**src/rtl/prog_mem_arbiter.sv**
```systemverilog
// Shares the single program-memory request/ack port between instruction fetch (F)
// and an auxiliary read port (D): one outstanding access, round-robin, ack timeout.
module prog_mem_arbiter #(
    parameter int TIMEOUT = 15
) (
    input  logic        i_clk,
    input  logic        i_rst_n,
    input  logic        i_f_req,
    input  logic [31:0] i_f_addr,
    output logic        or_f_valid,
    output logic [31:0] or_f_data,
    output logic        or_f_err,
    input  logic        i_d_req,
    input  logic [31:0] i_d_addr,
    output logic        or_d_valid,
    output logic [31:0] or_d_data,
    output logic        or_d_err,
    output logic        or_mem_req,
    output logic [31:0] or_mem_addr,
    input  logic [31:0] i_mem_data,
    input  logic        i_mem_ack,
    output logic        or_busy
);

    localparam logic       PORT_F   = 1'b0;
    localparam logic       PORT_D   = 1'b1;
    localparam logic [7:0] CNT_LAST = 8'(TIMEOUT - 1);

    typedef enum logic [1:0] {
        ST_IDLE,
        ST_WAIT,
        ST_RESP
    } state_t;

    state_t      state_reg, state_next;
    logic        owner_reg, owner_next;
    logic        last_grant_reg, last_grant_next;
    logic [7:0]  cnt_reg, cnt_next;
    logic        err_reg, err_next;
    logic [31:0] addr_reg, addr_next;
    logic        capture;
    logic [31:0] capture_data;
    logic        grant_d;
    logic [1:0]  port_valid;
    logic [1:0]  port_err;

    always_ff @(posedge i_clk or negedge i_rst_n) begin
        if (!i_rst_n) begin
            state_reg      <= ST_IDLE;
            owner_reg      <= PORT_F;
            last_grant_reg <= PORT_D;
            cnt_reg        <= 8'h00;
            err_reg        <= 1'b0;
            addr_reg       <= 32'h0;
        end else begin
            state_reg      <= state_next;
            owner_reg      <= owner_next;
            last_grant_reg <= last_grant_next;
            cnt_reg        <= cnt_next;
            err_reg        <= err_next;
            addr_reg       <= addr_next;
        end
    end

    // On a tie the port that did not win last time is granted.
    always_comb begin
        if (i_f_req && i_d_req) begin
            grant_d = ~last_grant_reg;
        end else begin
            grant_d = i_d_req;
        end
    end

    always_comb begin
        state_next      = state_reg;
        owner_next      = owner_reg;
        last_grant_next = last_grant_reg;
        cnt_next        = cnt_reg;
        err_next        = err_reg;
        addr_next       = addr_reg;
        capture         = 1'b0;
        capture_data    = 32'h0;
        case (state_reg)
            ST_IDLE: begin
                if (i_f_req || i_d_req) begin
                    owner_next = grant_d;
                    addr_next  = grant_d ? i_d_addr : i_f_addr;
                    cnt_next   = 8'h00;
                    state_next = ST_WAIT;
                end
            end
            ST_WAIT: begin
                // Ack wins over a timeout expiring in the same cycle.
                if (i_mem_ack) begin
                    capture      = 1'b1;
                    capture_data = i_mem_data;
                    err_next     = 1'b0;
                    state_next   = ST_RESP;
                end else if (cnt_reg >= CNT_LAST) begin
                    capture      = 1'b1;
                    capture_data = 32'h0;
                    err_next     = 1'b1;
                    state_next   = ST_RESP;
                end else if (cnt_reg != 8'hFF) begin
                    cnt_next = cnt_reg + 8'h01;
                end
            end
            ST_RESP: begin
                last_grant_next = owner_reg;
                state_next      = ST_IDLE;
            end
            default: begin
                state_next = ST_IDLE;
            end
        endcase
    end

    // Per-port result register and completion decode; index 0 is F, 1 is D.
    for (genvar gi = 0; gi < 2; gi++) begin : g_port
        logic [31:0] data_reg;

        always_ff @(posedge i_clk or negedge i_rst_n) begin
            if (!i_rst_n) begin
                data_reg <= 32'h0;
            end else if (capture && (owner_reg == 1'(gi))) begin
                data_reg <= capture_data;
            end
        end

        assign port_valid[gi] = (state_reg == ST_RESP) && (owner_reg == 1'(gi));
        assign port_err[gi]   = port_valid[gi] && err_reg;
    end

    assign or_f_valid  = port_valid[0];
    assign or_f_err    = port_err[0];
    assign or_f_data   = g_port[0].data_reg;
    assign or_d_valid  = port_valid[1];
    assign or_d_err    = port_err[1];
    assign or_d_data   = g_port[1].data_reg;
    assign or_mem_req  = (state_reg == ST_WAIT);
    assign or_mem_addr = addr_reg;
    assign or_busy     = (state_reg != ST_IDLE);

endmodule
```
**config.mk**
```make
export PLATFORM = sky130hd
export DESIGN_NAME = prog_mem_arbiter
export DESIGN_NICKNAME = d
export VERILOG_FILES = /design/src/rtl/prog_mem_arbiter.sv
export SDC_FILE = /design/constraint.sdc
export NUM_CORES = 1
export LEC_CHECK = 0
export CAP_MARGIN = 10
export CORE_ASPECT_RATIO = 0.75
export CORE_MARGIN = 2
export CORE_UTILIZATION = 30
export DETAILED_ROUTE_END_ITERATION = 10
export HOLD_SLACK_MARGIN = 0.05
export PLACE_DENSITY = 0.73
export REMOVE_ABC_BUFFERS = 1
export SLEW_MARGIN = 20
export SYNTH_ARGS = -nofsm -noshare
export SYNTH_HDL_FRONTEND = slang
export SYNTH_SLANG_ARGS = --single-unit
```
**constraint.sdc**
```tcl
create_clock -name i_clk -period 1.97 [get_ports i_clk]
set_input_delay 0.394 -clock i_clk [delete_from_list [all_inputs] [get_ports i_clk]]
set_output_delay 0.394 -clock i_clk [all_outputs]
set_load 0.01 [all_outputs]
```
==> results.toml <==
[status]
status = "completed"

[power_and_ir_drop]
power.sequential.fraction_pct = 36.3
power-per-cell-area_nw_per_um2 = 1482
power.leakage_nw = 2.999
pwr-share-clk_pct = 17.2
power.combinational.fraction_pct = 46.5
power.net_switching_mw = 3.657
total_power_mw = 10.52
sw_frac_of_total_pct = 34.75
power.internal_mw = 6.868
vdd_drop_max_v = 0.0006025

[clock_tree]
cts-hold-fix-buffers = 0
post-cts-setup-buffers = 0
ctsRootBufferMaster = "sky130_fd_sc_hd__clkbuf_16"
tritoncts.num_buffers = 9
htree_levels = 3
clkSinkCount = 109
cts.path.max_buffers = 2
clock_insertion_delay_worst_skew_ps = 350
tritoncts_clock_tree = "yes"
clk_pin_slew_ps = 80

[routing]
drtPass1Iterations = 5
route.detailed.vias_per_inst = 4.901
drt_iter0_drcs = 150
avgRoutedWirePerCell_um = 16.56
detailroute.via_count = 3725
ant_nets = 0
wirelength_um = 12590
drc = 0

[layout]
layout.nets = 658
final_instance_area_um2 = 7102
layout-drive-gt1-share_pct = 7.857
count_of_fill_cells_added_during_filler_insertion = 1298
num_antenna_cells = 0
layout.core_utilization_pct = 48.81
flow.area_growth_from_synthesis_pct = 58.46
post_layout_nonfiller_instances = 760

[sta]
setup-violations-final = 0
slew_violations = 0
timing.hold.ws_ps = 123.4
grt_setup_unrepaired = "false"
timing.slew.headroom_pct = 61.50
final_setup_skew_ps = 8.326
final-hold-violation-count = 0
fmax_mhz = 533.8
setup_total_negative_slack_ps = 0
setup_slack_ps = 96.71
tightest_slew_ps = 577.5
finalCritPeriodShare_pct = 95.09
period_minus_slack_ps = 1873

[floorplan]
placement_rows = 38
dieArea_um2 = 15940
chipHeight_um = 109.9
fp.coreArea_um2 = 14550
chipWidth_um = 145.1
start_util_pct = 30.80
num_io_pins = 203

[critical_path]
worstSetupEndpoint = "or_busy"
reg2regPathDepth = 7
critPathKind = "flop to output pin"
crit_cells = 3
crit_path_start_kind = "flop"
r2r_start = "cnt_reg[0]"
worst_ep_required_time_ps = 1580
critical-path-max-stage-delay_ps = 480
worst-path-buf-inv = 2
worst-path-max-fanout = 3
timing.reg2reg.setup_slack_ps = 240
critPathLaunch = "state_reg[1]"
critPathCaptureType = "output pin"
critical-path-slowest-cell = "sky130_fd_sc_hd__clkdlybuf4s50_1"
critPathArrivalTime_ps = 1480
worstPathCellList = "nor2_1 -> inv_1 -> clkdlybuf4s50_1"
rr_endpoint = "or_d_data[11]"
cp_top_family = "buffers and inverters"

[placed_design]
detailedPlace.worstSlack_ps = 41.77
placedInstanceArea_um2 = 6804
final_hpwl_from_detailed_placement_um = 8882
place.port_buffers = 202
dp_cells = 744
gp_congestion = 0.7575

[global_routing]
grt_util_met2_pct = 26.53
antenna_found_initial = 0
grt_util_all_layers_pct = 16.01
globalRoute.busiestLayer = "met2"
grt_use_met3_pct = 6.473
first_global_vias = 3844
grt_first_pass_wirelength_um = 20270
global_route.usage.met1_pct = 19.54
gr-total-overflow = 0
grt_start_max_net_pins = 110

[synthesis]
synth_xor_area_share_pct = 0
sequential_fraction_of_the_synthesis_area_pct = 60.89
synth_warnings = 0
post_synth_fa_ha_maj_area_fraction_pct = 0.5583
ys_dominant_reg_cell = "sky130_fd_sc_hd__dfrtp_1"
synth-edff-count = 0
largest_family_of_logic_cells_by_synthesized_area = "compound AO/OA/AOI/OAI gates"
synth_simple_gate_area_share_pct = 7.845
synth_top_cells_by_count = "108 x sky130_fd_sc_hd__dfrtp_1, 45 x sky130_fd_sc_hd__nand2_1, 44 x sky130_fd_sc_hd__a32o_1"
synth_area_leaders = "sky130_fd_sc_hd__dfrtp_1 60%, sky130_fd_sc_hd__a32o_1 9.8%, sky130_fd_sc_hd__mux2i_1 7.1%"
post_synth_num_cell_types = 34
post_synth_instance_area_um2 = 4482
synth_instances = 359
synth-seq-cells = 109
synthesis.area_per_instance_um2 = 12.48
yosys-mux-area-fraction_pct = 7.147
synth_largest_area_cell = "sky130_fd_sc_hd__dfrtp_1"
synth_largest_type_area_fraction_pct = 60.30
async_reset_ff_share_pct = 100.0
synth_compound_area_share_pct = 19.57
yosys.cell_count.top_type = "sky130_fd_sc_hd__dfrtp_1"

[hold_path]
hp-class = "input pin to async pin"

[run]
drv.max_cap_violation_count = 0
power groups by stage:
stage          registers (mW)  logic [mW]  clock network [mW]
6_report                 3.82        4.90                1.81
5_1_grt                  3.95        5.27                1.98
4_1_cts                  3.82        4.97                1.89
3_5_place_dp             3.84        4.98                   0
3_3_place_gp             3.80        4.86                   0
2_1_floorplan            4.27        1.53                   0
layout make-up:
| type | instances | area [um2] | area share (%) |
|---|---|---|---|
| Multi-Input combinational cell | 215 | 1604 | 22.59 |
| Tap cell | 200 | 250.2 | 3.524 |
| Sequential cell | 109 | 2729 | 38.42 |
| Timing Repair Buffer | 215 | 2198 | 30.95 |
| Clock inverter | 6 | 62.56 | 0.8809 |
| Clock buffer | 10 | 239.0 | 3.365 |
| Inverter | 5 | 18.77 | 0.2643 |
what timing repair did:
item | 4_1_cts | 5_1_grt
setup endpoints to repair | 5 | 0
endpoints found under the hold margin | 0 | 0
gates resized for setup | 6 | 0
logic make-up (layout without fill, tap and decap cells):
group | Yosys count | after routing
AOI/OAI and AO/OA | 108 | 108
DFF | 109 | 109
and+or+nand+nor | 73 | 73
muxes | 32 | 32
buffers and inverters | 35 | 236
adders and majority gates | 2 | 2
placed cells by master, fill, tap and decap left out, drive strengths merged:
cell type / synthesis / layout
o211ai: 1 / 1
dlygate4sd2: 0 / 5
mux2i: 32 / 32
nand2: 47 / 47
nor3b: 2 / 2
o2bb2ai: 20 / 20
a32o: 44 / 44
inv: 4 / 8
nor4: 1 / 1
clkdlybuf4s50: 0 / 196
a311o: 2 / 2
a21oi: 1 / 1
ha: 2 / 2
o21ai: 36 / 36
nor3: 1 / 1
nand4: 1 / 1
nor2: 10 / 10
dfrtp: 108 / 108
o21a: 1 / 1
clkbuf: 15 / 10
and3: 2 / 2
nand2b: 2 / 2
a31oi: 1 / 1
and2: 3 / 3
a21o: 1 / 1
buf: 15 / 14
clkinv: 1 / 3
nand3: 4 / 4
dfstp: 1 / 1
a21boi: 1 / 1
how the worst min path moves through the flow:
stage | slack (ps) | endpoint | from
2_1_floorplan | 100 | cnt_reg[0] | i_rst_n
3_3_place_gp | 460 | or_mem_addr[13] | or_mem_addr[13]
3_5_place_dp | 470 | or_mem_addr[3] | or_mem_addr[3]
4_1_cts | 130 | or_d_data[10] | i_rst_n
5_1_grt | 170 | or_f_data[25] | i_rst_n
6_report | 120 | or_f_data[10] | i_rst_n
metal layers:
metal,wire length [um],part of all wire [%],vias up
met1,5299,42,1815
met5,0,0,-
met2,6032,48,176
met3,1195,9.5,6
li1,-,-,1728
met4,58,0.46,0
No activity file was read; power rests on OpenSTA's default activity.
